--- config.mk ---
export PLATFORM = sky130hd
export DESIGN_NAME = boot_loader
export DESIGN_NICKNAME = d
export VERILOG_FILES = /design/src/rtl/boot_pkg.sv /design/src/rtl/boot_loader.sv
export SDC_FILE = /design/constraint.sdc
export NUM_CORES = 1
export LEC_CHECK = 0
export ABC_AREA = 1
export CORE_MARGIN = 2
export CORE_UTILIZATION = 25
export CTS_BUF_LIST = sky130_fd_sc_hd__clkbuf_8
export DETAILED_ROUTE_END_ITERATION = 10
export HOLD_SLACK_MARGIN = 0.05
export PLACE_DENSITY = 0.45
export SLEW_MARGIN = 20
export SYNTH_ARGS = -nofsm -noshare
export SYNTH_HDL_FRONTEND = slang
export SYNTH_SLANG_ARGS = --single-unit
--- constraint.sdc ---
create_clock -name clk -period 3.5 [get_ports clk]
set_input_delay 0.7 -clock clk [delete_from_list [all_inputs] [get_ports clk]]
set_output_delay 0.7 -clock clk [all_outputs]
set_load 0.01 [all_outputs]
--- src/rtl/boot_pkg.sv ---
// boot_pkg: shared types and constants for the boot loader.
//   boot_state_e - loader sequencer states
//   WE_*         - Program_Memory byte-lane write enables
package boot_pkg;

    typedef enum logic [2:0] {
        IDLE,
        LEN,
        LO,
        HI,
        CHK,
        DRAIN,
        RUN,
        ERR
    } boot_state_e;

    localparam logic [1:0] WE_NONE = 2'b00;
    localparam logic [1:0] WE_LO   = 2'b01;
    localparam logic [1:0] WE_HI   = 2'b10;

endpackage

--- src/rtl/boot_loader.sv ---
// boot_loader: holds the core in reset, receives a program image as a byte
// stream (length byte, then low/high byte pairs per word) and writes it into
// Program_Memory one byte lane at a time, then releases the core.
//
// Optional feature macro: BOOT_CHECKSUM_EN adds a trailing checksum byte; the
// 8-bit sum of every received byte must be zero, otherwise the loader parks
// in ERR with the core held in reset.
//
// Ports:
//   clk, reset           - clock, asynchronous active-high reset
//   start                - begin a load (honoured in IDLE, RUN, ERR)
//   in_data/in_valid     - stream byte and its valid
//   in_ready             - loader can take a byte this cycle
//   wr_addr/wr_data/we   - Program_Memory write port (registered)
//   cpu_reset            - processor reset, high unless in RUN
//   done                 - image loaded, core released
//   error                - checksum failure (tied low without BOOT_CHECKSUM_EN)
module boot_loader
    import boot_pkg::*;
#(
    parameter logic [7:0] BASE_ADDR = 8'h00
) (
    input  logic        clk,
    input  logic        reset,
    input  logic        start,
    input  logic [7:0]  in_data,
    input  logic        in_valid,
    output logic        in_ready,
    output logic [7:0]  wr_addr,
    output logic [15:0] wr_data,
    output logic [1:0]  we,
    output logic        cpu_reset,
    output logic        done,
    output logic        error
);

    boot_state_e state_q, state_d;
    logic [7:0]  cnt_q, cnt_d;       // words remaining after the current one
    logic [7:0]  addr_q, addr_d;     // address of the word being received
    logic [7:0]  wr_addr_q, wr_addr_d;
    logic [15:0] wr_data_q, wr_data_d;
    logic [1:0]  we_q, we_d;
    logic        cpu_reset_q, cpu_reset_d;
    logic        done_q, done_d;
    logic        accept;

`ifdef BOOT_CHECKSUM_EN
    logic [7:0] sum_q, sum_d;
    logic [7:0] sum_next;
    logic       error_q, error_d;
`endif

    assign in_ready = (state_q == LEN) || (state_q == LO) ||
                      (state_q == HI)  || (state_q == CHK);
    assign accept   = in_valid && in_ready;

`ifdef BOOT_CHECKSUM_EN
    assign sum_next = sum_q + in_data;
`endif

    always_comb begin
        state_d   = state_q;
        cnt_d     = cnt_q;
        addr_d    = addr_q;
        wr_addr_d = wr_addr_q;
        wr_data_d = wr_data_q;
        we_d      = WE_NONE;

        case (state_q)
            IDLE: begin
                if (start) state_d = LEN;
            end
            LEN: begin
                if (accept) begin
                    // L = 0 encodes 256 words; 8-bit wrap of L - 1 gives 255.
                    cnt_d   = in_data - 8'd1;
                    addr_d  = BASE_ADDR;
                    state_d = LO;
                end
            end
            LO: begin
                if (accept) begin
                    we_d      = WE_LO;
                    wr_addr_d = addr_q;
                    wr_data_d = {8'h00, in_data};
                    state_d   = HI;
                end
            end
            HI: begin
                if (accept) begin
                    we_d      = WE_HI;
                    wr_addr_d = addr_q;
                    wr_data_d = {in_data, 8'h00};
                    if (cnt_q == 8'd0) begin
`ifdef BOOT_CHECKSUM_EN
                        state_d = CHK;
`else
                        state_d = DRAIN;
`endif
                    end else begin
                        cnt_d   = cnt_q - 8'd1;
                        addr_d  = addr_q + 8'd1;
                        state_d = LO;
                    end
                end
            end
            CHK: begin
`ifdef BOOT_CHECKSUM_EN
                if (accept) state_d = (sum_next == 8'h00) ? DRAIN : ERR;
`else
                state_d = IDLE;
`endif
            end
            DRAIN: begin
                state_d = RUN;
            end
            RUN: begin
                if (start) state_d = LEN;
            end
            ERR: begin
`ifdef BOOT_CHECKSUM_EN
                if (start) state_d = LEN;
`else
                state_d = IDLE;
`endif
            end
            default: state_d = IDLE;
        endcase

        // Status outputs are registered copies of the next state.
        done_d      = (state_d == RUN);
        cpu_reset_d = (state_d != RUN);
    end

`ifdef BOOT_CHECKSUM_EN
    always_comb begin
        sum_d = sum_q;
        if (accept) sum_d = (state_q == LEN) ? in_data : sum_next;
        error_d = (state_d == ERR);
    end
`endif

    always_ff @(posedge clk or posedge reset) begin
        if (reset) begin
            state_q     <= IDLE;
            cnt_q       <= 8'd0;
            addr_q      <= BASE_ADDR;
            wr_addr_q   <= BASE_ADDR;
            wr_data_q   <= 16'h0000;
            we_q        <= WE_NONE;
            cpu_reset_q <= 1'b1;
            done_q      <= 1'b0;
`ifdef BOOT_CHECKSUM_EN
            sum_q       <= 8'h00;
            error_q     <= 1'b0;
`endif
        end else begin
            state_q     <= state_d;
            cnt_q       <= cnt_d;
            addr_q      <= addr_d;
            wr_addr_q   <= wr_addr_d;
            wr_data_q   <= wr_data_d;
            we_q        <= we_d;
            cpu_reset_q <= cpu_reset_d;
            done_q      <= done_d;
`ifdef BOOT_CHECKSUM_EN
            sum_q       <= sum_d;
            error_q     <= error_d;
`endif
        end
    end

    assign wr_addr   = wr_addr_q;
    assign wr_data   = wr_data_q;
    assign we        = we_q;
    assign cpu_reset = cpu_reset_q;
    assign done      = done_q;
`ifdef BOOT_CHECKSUM_EN
    assign error     = error_q;
`else
    assign error     = 1'b0;
`endif

endmodule

Yosys cells after proc, flatten, opt, wreduce, memory -nomap -nowiden
Cells that the tools add are included.
{"block": "word_totals", "inputBits": 12, "register_bits": 47}
{"block": "classes", "n_addsub": 3, "reduce_logical": 14, "n_eq_ne": 13, "n_mux": 20}
{"operator": "8-bit two-way mux", "count": 6}
{"operator": "16-bit two-way mux", "count": 2}
{"operator": "16-bit case mux with 2 select lines", "count": 1}
{"operator": "8-bit case mux with 2 select lines", "count": 2}
{"operator": "3-bit case mux with 6 select lines", "count": 1}
{"operator": "8-bit by 1-bit subtractor with 8-bit output (second input constant)", "count": 2}
{"operator": "3-bit == test (second input constant)", "count": 5}
{"operator": "3-bit two-way mux", "count": 5}
{"operator": "8-bit by 1-bit adder with 8-bit output (second input constant)", "count": 1}
{"operator": "8-bit logical NOT", "count": 1}
{"operator": "2-bit != test (second input constant)", "count": 4}
{"operator": "3-bit by 2-bit == test with 1-bit output (second input constant)", "count": 2}
{"operator": "2-bit OR reduction", "count": 3}
{"operator": "2-bit case mux with 2 select lines", "count": 1}
{"operator": "4-bit AND reduction", "count": 1}
{"operator": "2-bit nonzero test", "count": 2}
{"operator": "3-bit by 1-bit == test with 1-bit output (second input constant)", "count": 1}
{"operator": "3-bit logical NOT", "count": 1}
{"operator": "1-bit logical OR", "count": 3}
{"operator": "3-bit != test (second input constant)", "count": 1}
{"operator": "3-bit AND reduction", "count": 1}
{"operator": "2-bit two-way mux", "count": 1}
{"operator": "2-bit AND reduction", "count": 1}
{"operator": "1-bit logical AND", "count": 1}
{"operator": "1-bit two-way mux", "count": 1}

Depth between registers and ports, before layout
Gate-level depths: netlist of the first run.
{"block": "depth", "depth_word": 8, "mapped_depth": 12, "mapped_depth_nobuf": 10}

Worst setup path before layout of the first run
No wires, ideal clock.
{"block": "synth_timing", "path_type": "reg2out", "from": "reg state_q[1]", "to": "out in_ready", "n_path_buf": 1, "path_stages_with_launch": 4, "setup_slack_ns": 1.881, "arrival_ns": 0.919, "path_cell_list": "dfrtp_1 > buf_6 > nor2_1 > xor2_1"}
{"block": "synth_via", "elab_chain_len": 4, "word_cells_on_any_way": 7}
{"item": "start, declared", "line_no": "boot_loader.sv:37", "rtl": "boot_state_e state_q, state_d;"}
{"item": "start signal, assigned", "line_no": "boot_loader.sv:158", "rtl": "state_q <= state_d;"}
{"item": "3-bit by 1-bit == test with 1-bit output or 3-bit by 2-bit == test with 1-bit output (tied branches)", "line_no": "boot_loader.sv:53", "rtl": "assign in_ready = (state_q == LEN) || (state_q == LO) ||"}
{"item": "1-bit logical OR (2 in a row)", "line_no": "boot_loader.sv:53"}
{"item": "1-bit logical OR (*)", "line_no": "boot_loader.sv:54", "rtl": "(state_q == HI) || (state_q == CHK);"}
{"item": "end, declared", "line_no": "boot_loader.sv:28", "rtl": "output logic in_ready,"}
Mark *: on every way between the ends. The rest lies on a longest branch, timed or not.

Worst setup path in the final report of the first run
Same ends and word-level chain as after synthesis.

==> results of run 1 <==
[cells by family (layout without fill, tap and decap cells)]
logic type,Yosys count,count (layout),share of synthesized area (%)
adder cells (fa/ha/maj),2,2,1.03
flip-flops,47,47,48.4
other,1,1,0.154
buffers and inverters,50,89,9.98
AO/OA/AOI/OAI,48,48,10.5
AND/OR/NAND/NOR,131,131,27.6
XOR/XNOR,5,5,1.80
multiplexers,1,1,0.463
[final timing paths]
kind                       startpoint    endpoint  slack [ps]
max                        state_q[1]    in_ready         970
min                        wr_data[6]  wr_data[6]         490
max reg2reg                state_q[1]    cnt_q[6]        1430
min reg2reg                wr_data[6]  wr_data[6]         490
max in group asynchronous       reset    cnt_q[0]        2150
min in group asynchronous       reset  wr_addr[0]         840
[registers in the layout, summed over array words and instances, names as in the netlist]
register / count
wr_addr: 8
cnt_q: 8
state_q: 3
done: 1
we: 2
cpu_reset: 1
addr_q: 8
wr_data: 16
[power groups by stage]
| stage | Sequential (mW) | Clock (mW) | Combinational, mW |
|---|---|---|---|
| finish | 0.867 | 0.340 | 1.13 |
| global route | 0.896 | 0.375 | 1.28 |
| CTS | 0.871 | 0.353 | 1.15 |
| detailed placement | 0.880 | 0 | 1.14 |
| global placement | 0.880 | 0 | 1.14 |
| floorplan | 0.874 | 0 | 0.794 |
[worst min-delay path, cell delays in order (launching register included)]
cell	delay (ps)
dfrtp_1	350
nand2_1	50
o21ai_0	60
[cell usage in the layout, fill, tap and decap left out, drive strengths merged]
cell type / synthesis / final
o21bai: 1 / 1
ha: 2 / 2
conb: 1 / 1
dfrtp: 46 / 46
xnor2: 1 / 1
clkbuf: 1 / 6
nand3: 16 / 16
a22o: 1 / 1
nor2: 21 / 21
inv: 40 / 40
buf: 9 / 1
o2111ai: 1 / 1
mux2: 1 / 1
o21ai: 38 / 38
nor3: 6 / 6
a21oi: 6 / 6
nand2: 84 / 84
a211oi: 1 / 1
xor2: 4 / 4
clkdlybuf4s50: 0 / 40
dfstp: 1 / 1
nand4: 4 / 4
clkinv: 0 / 2
[layer usage]
| metal | GRT usage (%) | vias up |
|---|---|---|
| met2 | 16.7 | 42 |
| met5 | 0 | - |
| li1 | - | 975 |
| met3 | 2.03 | 7 |
| met1 | 15.8 | 902 |
| met4 | 4.72 | 0 |
[area by class of cell]
cell class / count / area, µm²
clock buffers: 6 / 82.6
clock inverters: 2 / 8.76
fillers: 982 / 6320
inverters: 40 / 154
multi-input cells: 188 / 1010
flip-flops and latches: 47 / 1180
well taps: 129 / 161
repair buffers: 41 / 408
==> metrics.txt, run 1 <==
Horiz. Die Dim 103 µm; Pins Over Slew Limit 0; fmax 396 MHz; Hold Path Stages 2; core area 0.00933 mm²; Max Cap Viol 0; Buf/Inv on CP 1; GRT overflow 0; Largest stage delay, worst path 580 ps; placed cells 445; part of the power in registers 37.2%; fin cells 453; count of final hold-check violations 0; Die ar. 0.0105 mm²; syn avg cell area 8.53 µm²; cell type with the largest total area after synthesis dfrtp_1; synthesized area 0.00243 mm²; Mapped Cells 285; setup violators final 0; TNS Setup 0 ps; Final Critical Period 2530 ps; area grow syn2layout 23.5%; wl on met1 2840 µm; met3 wire length 248 µm; TritonCTS clock tree yes; Syn. warnings 0; outcome complete, no violations; Post-synth EDFFs 0; Bufs on Longest Clock Path 2; synthesized flop and latch total 47; Initial Util 26.1%; DR pass1 iterations 4; Peak VDD IR 0.250 mV; via count 1926; Setup crit end kind output port; Site Rows 35; WL final 5490 µm; Ports 42; layout cells sized above 1 12.3%; antenna diode count 0; fin crit share 72.2%; # clock sinks 47; Clk pwr share 14.6%; dpl ws 1240 ps; PostCTS Resize Cnt 0; H-Tree Level Count 2; Vias/cell 4.25; RSZ-0062 raised after global routing no; Total Power 2.33 mW; syn nets 299; internal power 1.35 mW; DRT iter0 DRCs 97; WS Path Type reg -> out; hold crit path type reg -> reg; critical path's top delay family buffers and inverters; fin util 32.2%; crit start category flop; Max Used Layer met4; Cell Chain, Critical Path nor2_1 > xor2_1 > clkdlybuf4s50_1; CP Data Required Time 2800 ps; top-area cell type share of the netlist area 47.3%; placed instance area 0.00291 mm²; leak pwr 1.39 nW; CTS clk-pin slew, worst paths 80 ps; R2R cell count 10; sequential area share after synthesis 48.4%; largest net degree at the start of global routing 48; clk_skew 8.92 ps; worst hold slack 486 ps; DP HPWL 3970 µm; number of CTS-inserted buffers 5; antenna violations before repair 0; ys async rst share 100%; Commonest cells post-synth nand2_1, dfrtp_1, inv_1; CP Data Arrival Time 1830 ps; worst slew pin tran 833 ps; port bufs 40; Relative slew margins 44.4%; critical path depth 3; Placer Congestion 0.880; Post-Layout Inst Area 0.00300 mm²; post-CTS setup buffers 0; cell with the most instances after synthesis nand2_1; Clock Latency Late Sink 300 ps; wire length on met2 2280 µm; vias in the first global route 1820; Switching Share 42.3%; drt wl/cell 12.1 µm; Netlist cell types 34; Nets 337; global-route wire length before repair 9140 µm; GR Util All Layers 11.2%; top cells by area, synth dfrtp_1, nand2_1, o21ai_0, inv_1, nand2_4; Setup WS post-layout 972 ps; chip height 103 µm; slowest CP cell clkdlybuf4s50_1; Post-CTS Hold Fix Bufs 0; Max FO, Critical Path 10; power per cell area 777 mW/mm²; Most used DFF post-synth dfrtp_1; combinational group share of total power 48.3%; antenna viol nets, final 0; clock root cell clkbuf_8; Sw Pwr 0.987 mW; Residual DRC 0
(Power assumes the default switching activity.)
==> inputs of run 2 (changes only) <==
Settings changed: PLACE_DENSITY 0.45 to 0.46.
Clock period 3.5 ns to 2.2 ns, I/O delays scaled along.
==> metrics.txt, run 2 (same netlist as run 1, synthesis figures left out) <==
outcome complete, no violations; setup violators final 0 (unchanged); Cell Chain, Critical Path buf_4 > nand3_4 > nand2_1 > nand2_1 > ha_1 > nand2_1 > nor2_1 > nand2_1 > nand3_1 > nand2_1; Ports 42 (unchanged); clk_skew 9.22 ps (+0.297 ps); GRT overflow 0 (unchanged); Vias/cell 4.22 (-0.68%); dpl ws 175 ps (-1060 ps); port bufs 40 (unchanged); Final Critical Period 1830 ps; power per cell area 1240 mW/mm² (+60%); number of CTS-inserted buffers 5 (unchanged); multi-input logic area 0.00101 mm² (unchanged); Placer Congestion 0.904 (+2.8%); commonest non-fill, non-tap cell in the layout nand2_1; antenna diode count 0 (unchanged); GR Util All Layers 11.3% (+0.15 points); Buf/Inv on CP 1 (unchanged); M1 GR Usage 16.1% (+0.26 points); Post-Layout Inst Area 0.00306 mm² (+2.0%); DRT iter0 DRCs 95 (-2.1%); Largest stage delay, worst path 480 ps (-100 ps); Max FO, Critical Path 14 (+4); DR pass1 iterations 4 (unchanged); Setup crit end kind flop; chip height 103 µm (unchanged); most used cell, CP nand2_1; DP HPWL 3980 µm (+0.19%); clock root cell clkbuf_8; drt wl/cell 11.8 µm (-2.2%); antenna violations before repair 0 (unchanged); Residual DRC 0 (unchanged); leak pwr 1.42 nW (+2.2%); CP Data Required Time 2390 ps (-410 ps); area grow syn2layout 26.0%; hold crit path type in -> async; FF-to-FF setup slack 370 ps (-1060 ps); FF/Latch Area 0.00118 mm² (+0.11%); GRT met3 Usage 2.78% (+0.75 points); H-Tree Level Count 2 (unchanged); Die ar. 0.0105 mm² (unchanged); reg-to-reg critical path startpoint state_q[0]; antenna viol nets, final 0 (unchanged); placed cells 449 (+0.90%); layout cells sized above 1 14.3% (+1.9 points); fin cells 458 (+1.1%); TritonCTS clock tree yes; max reg flops 16 (unchanged); CTS clk-pin slew, worst paths 100 ps (+20 ps); WL final 5420 µm (-1.1%); placed instance area 0.00295 mm² (+1.5%); Site Rows 35 (unchanged); via count 1934 (+0.42%); worst hold slack 481 ps (-5.64 ps); core area 0.00933 mm² (unchanged); r2r endpoint cnt_q[6]; WS Path Type reg -> reg; routing usage on met2 16.5% (-0.20 points); fmax 548 MHz; fin crit share 83.0%; crit start category flop; Nets 342 (+1.5%); global-route wire length before repair 9160 µm (+0.23%); largest net degree at the start of global routing 48 (unchanged); commonest non-fill, non-tap cells in the layout nand2_1, dfrtp_1, clkdlybuf4s50_1; Peak VDD IR 0.337 mV (+35%); CP Data Arrival Time 2020 ps (+190 ps); count of final hold-check violations 0 (unchanged); Top Usage Layer GRT met2; Bufs on Longest Clock Path 2 (unchanged); Setup WS post-layout 374 ps (-598 ps); Clock Latency Late Sink 300 ps (about the same); Pins Over Slew Limit 0 (unchanged); Horiz. Die Dim 103 µm (unchanged); Initial Util 26.1% (unchanged); # clock sinks 47 (unchanged); Max Cap Viol 0 (unchanged); critical path's top delay family simple AND/OR/NAND/NOR gates; vias in the first global route 1866 (+2.5%); slowest CP cell dfrtp_2; TNS Setup 0 ps (unchanged); R2R cell count 10 (unchanged); RSZ-0062 raised after global routing no; fillcell total 998 (+1.6%)
## run 2: how the worst max path moves through the flow
stage	start	to	slack, ps	cells after the start
6_report	state_q[0]	cnt_q[6]	370	10
4_1_cts	state_q[0]	in_ready	20	3
3_5_place_dp	in_valid	state_q[0]	170	6
2_1_floorplan	reset	addr_q[0]	650	1
5_1_grt	state_q[0]	cnt_q[6]	140	10
3_3_place_gp	in_valid	state_q[0]	220	6
## run 2: layout make-up
| class | instances | share of cell area (%) |
|---|---|---|
| well taps | 129 | 5.27 |
| repair buffers | 46 | 15.0 |
| clock inverters | 2 | 0.531 |
| inverters | 40 | 4.98 |
| clock buffers | 6 | 2.69 |
| flip-flops and latches | 47 | 38.5 |
| multi-input cells | 188 | 33.0 |
## run 2: layer usage
metal / vias up / part of all wire, %
li1: 980 / -
met1: 902 / 53
met2: 45 / 42
met3: 7 / 3.8
met4: 0 / 2.0
met5: - / 0
## run 2: per-stage QoR
| stage | util (%) | power, mW |
|---|---|---|
| after floorplan | - | 2.65 |
| after global placement | 31.7 | 3.27 |
| after detailed placement | 31.7 | 3.26 |
| after CTS | 32.7 | 3.84 |
| after global routing | 32.9 | 4.17 |
| final | 32.9 | 3.81 |
## run 2: where the power goes
group | internal [mW] | switching [mW]
logic | 0.798 | 1.11
clock network | 0.257 | 0.312
registers | 1.16 | 0.180
## run 2: repair_timing
action | 4_1_cts | 5_1_grt
setup buffers | 0 | 1
gates resized for setup | 1 | 1
hold buffers | 0 | 0
hold endpoints to repair | 0 | 0
pin swaps | 0 | 1
setup endpoints to repair | 1 | 1
## run 2: tightest hold or removal path, stage by stage
cell             delay [ps]
clkdlybuf4s50_1         410
inv_2                    70
buf_12                  250
==> inputs of run 3 (changes only) <==
Clock period 2.2 ns to 1.5 ns, I/O delays scaled along.
==> metrics.txt, run 3 (same netlist as run 1, synthesis figures left out) <==
FF/Latch Area 0.00118 mm² (+0.11%); Setup WS post-layout -92.1 ps (-467 ps); via count 2136 (+10%); clk_skew 2.88 ps (-6.33 ps); Switching Share 41.7% (-0.37 points); critical path's top delay family simple AND/OR/NAND/NOR gates; DR pass1 iterations 4 (unchanged); placed instance area 0.00324 mm² (+9.8%); fin util 38.8% (+5.9 points); GRT overflow 0 (unchanged); Clock Latency Late Sink 300 ps (about the same); Max Cap Viol 0 (unchanged); number of CTS-inserted buffers 5 (unchanged); area grow syn2layout 48.7%; Bufs on Longest Clock Path 2 (unchanged); clock root cell clkbuf_8; worst slew pin tran 501 ps; antenna violations before repair 0 (unchanged); slowest CP cell dfrtp_1; Buf/Inv on CP 2 (+1); fin crit share 106% (+23 points); M1 GR Usage 17.6% (+1.5 points); GR Util All Layers 12.5% (+1.2 points); dpl ws -248 ps (-423 ps); fillcell total 939 (-5.9%); max reg flops 16 (unchanged); H-Tree Level Count 2 (unchanged); commonest non-fill, non-tap cells in the layout nand2_1, dfrtp_1, buf_4; port bufs 40 (unchanged); DRT iter0 DRCs 89 (-6.3%); GRT met3 Usage 2.51% (-0.27 points); WS Path Type reg -> reg; combinational group share of total power 59.5% (+9.5 points); failing checks negative setup slack; drt wl/cell 12.3 µm (+4.0%); Cell Chain, Critical Path buf_6 > nand2_4 > nor2_4 > buf_6 > nand2_4 > nand2_4 > ha_4 > nand2_4 > o21ai_2 > nand3_1 > o21ai_1; internal power 3.89 mW (+76%); outcome finished, violations left; crit start category flop; Sw Pwr 2.78 mW (+73%); Clk pwr share 11.1% (-3.8 points); hold crit path type in -> async; Vias/cell 4.23 (+0.17%); WL final 6220 µm (+15%); Site Rows 35 (unchanged); RSZ-0062 raised after global routing yes; Die ar. 0.0105 mm² (unchanged); Max FO, Critical Path 5 (-9); FF-to-FF setup slack -90 ps (-470 ps); power per cell area 1840 mW/mm² (+48%); most used cell, CP nand2_4; setup violators final 11 (+11); vias in the first global route 2022 (+8.4%); CTS clk-pin slew, worst paths 80 ps (-20 ps); Ports 42 (unchanged); commonest non-fill, non-tap cell in the layout nand2_1; global-route wire length before repair 10200 µm (+12%); worst hold slack 345 ps (-136 ps); core area 0.00933 mm² (unchanged); Relative slew margins 66.4%; Peak VDD IR 0.459 mV (+36%); CP Data Arrival Time 1830 ps (-190 ps); Largest stage delay, worst path 400 ps (-80 ps); count of final hold-check violations 0 (unchanged); routing usage on met2 19.1% (+2.6 points); part of the power in registers 29.4% (-5.6 points); Residual DRC 0 (unchanged); TritonCTS clock tree yes; antenna diode count 0 (unchanged); Top Usage Layer GRT met2; antenna viol nets, final 0 (unchanged); Initial Util 26.1% (unchanged); DP HPWL 4290 µm (+7.8%); Nets 389 (+14%); Post-Layout Inst Area 0.00362 mm² (+18%); leak pwr 1.87 nW (+32%); chip height 103 µm (unchanged); Horiz. Die Dim 103 µm (unchanged); Setup crit end kind flop; multi-input logic area 0.00120 mm² (+19%); fmax 628 MHz (+15%); Final Critical Period 1590 ps (-233 ps); largest net degree at the start of global routing 48 (unchanged); Pins Over Slew Limit 0 (unchanged); layout cells sized above 1 31.9% (+18 points); # clock sinks 47 (unchanged); CP Data Required Time 1730 ps (-660 ps); Placer Congestion 0.852 (-5.8%)
run 3: cell types whose count changed in the layout (fill, tap and decap cells not counted), moves of 4 or more:
cell	change
buf_6	+9
clkdlybuf4s50_1	-27
nand2_2	+4
nor2_1	-7
buf_4	+33
nand2_4	+5
dlymetal6s2s_1	+6
nand2_1	-8
nor2_2	+4
dlygate4sd2_1	+20
run 3: layer usage:
layer	routed length (µm)	share of wire [%]
met4	85	1.4
met1	3030	49
met3	193	3.1
met5	0	0
met2	2900	47
run 3: repair_timing:
action	in CTS	in global routing
pin swaps	16	12
gates cloned	2	1
setup buffers	6	3
gates resized for setup	51	36
setup endpoints to repair	40	32
hold buffers	0	0
run 3: through the flow:
stage / instances / TNS (ps) / total power [mW]
finish: 505 / -434 / 6.67
global route: 505 / -2060 / 7.23
CTS: 501 / -392 / 6.42
detailed placement: 486 / -6050 / 5.36
global placement: 486 / -5210 / 5.37
floorplan: 285 / 0 / 3.93
run 3: layout make-up:
cell class	count	area share [%]
repair buffers	90	22.9
flip-flops and latches	47	32.6
well taps	129	4.46
clock inverters	3	0.346
clock buffers	5	1.90
inverters	40	4.50
multi-input cells	191	33.2
run 3: worst paths after layout:
path	cells past startpoint	startpoint	endpoint
min in group clk	2	wr_data[8]	wr_data[8]
max reg2reg	11	state_q[1]	cnt_q[4]
max in group asynchronous	3	reset	cpu_reset
min reg2reg	2	wr_data[8]	wr_data[8]
min	3	reset	wr_addr[7]
max	11	state_q[1]	cnt_q[4]
run 3: power groups by stage:
stage	clock, mW	sequential [mW]	combinational (mW)
finish	0.741	1.96	3.97
global route	0.846	2.03	4.36
CTS	0.766	1.96	3.69
detailed placement	0	1.99	3.37
global placement	0	1.98	3.39
floorplan	0	2.04	1.89
run 3: worst register-to-register path, stage by stage, from the launching register on:
cell	delay, ps
dfrtp_1	400
buf_6	140
nand2_4	50
nor2_4	150
buf_6	130
nand2_4	40
nand2_4	80
ha_4	150
nand2_4	60
o21ai_2	130
nand3_1	110
o21ai_1	90
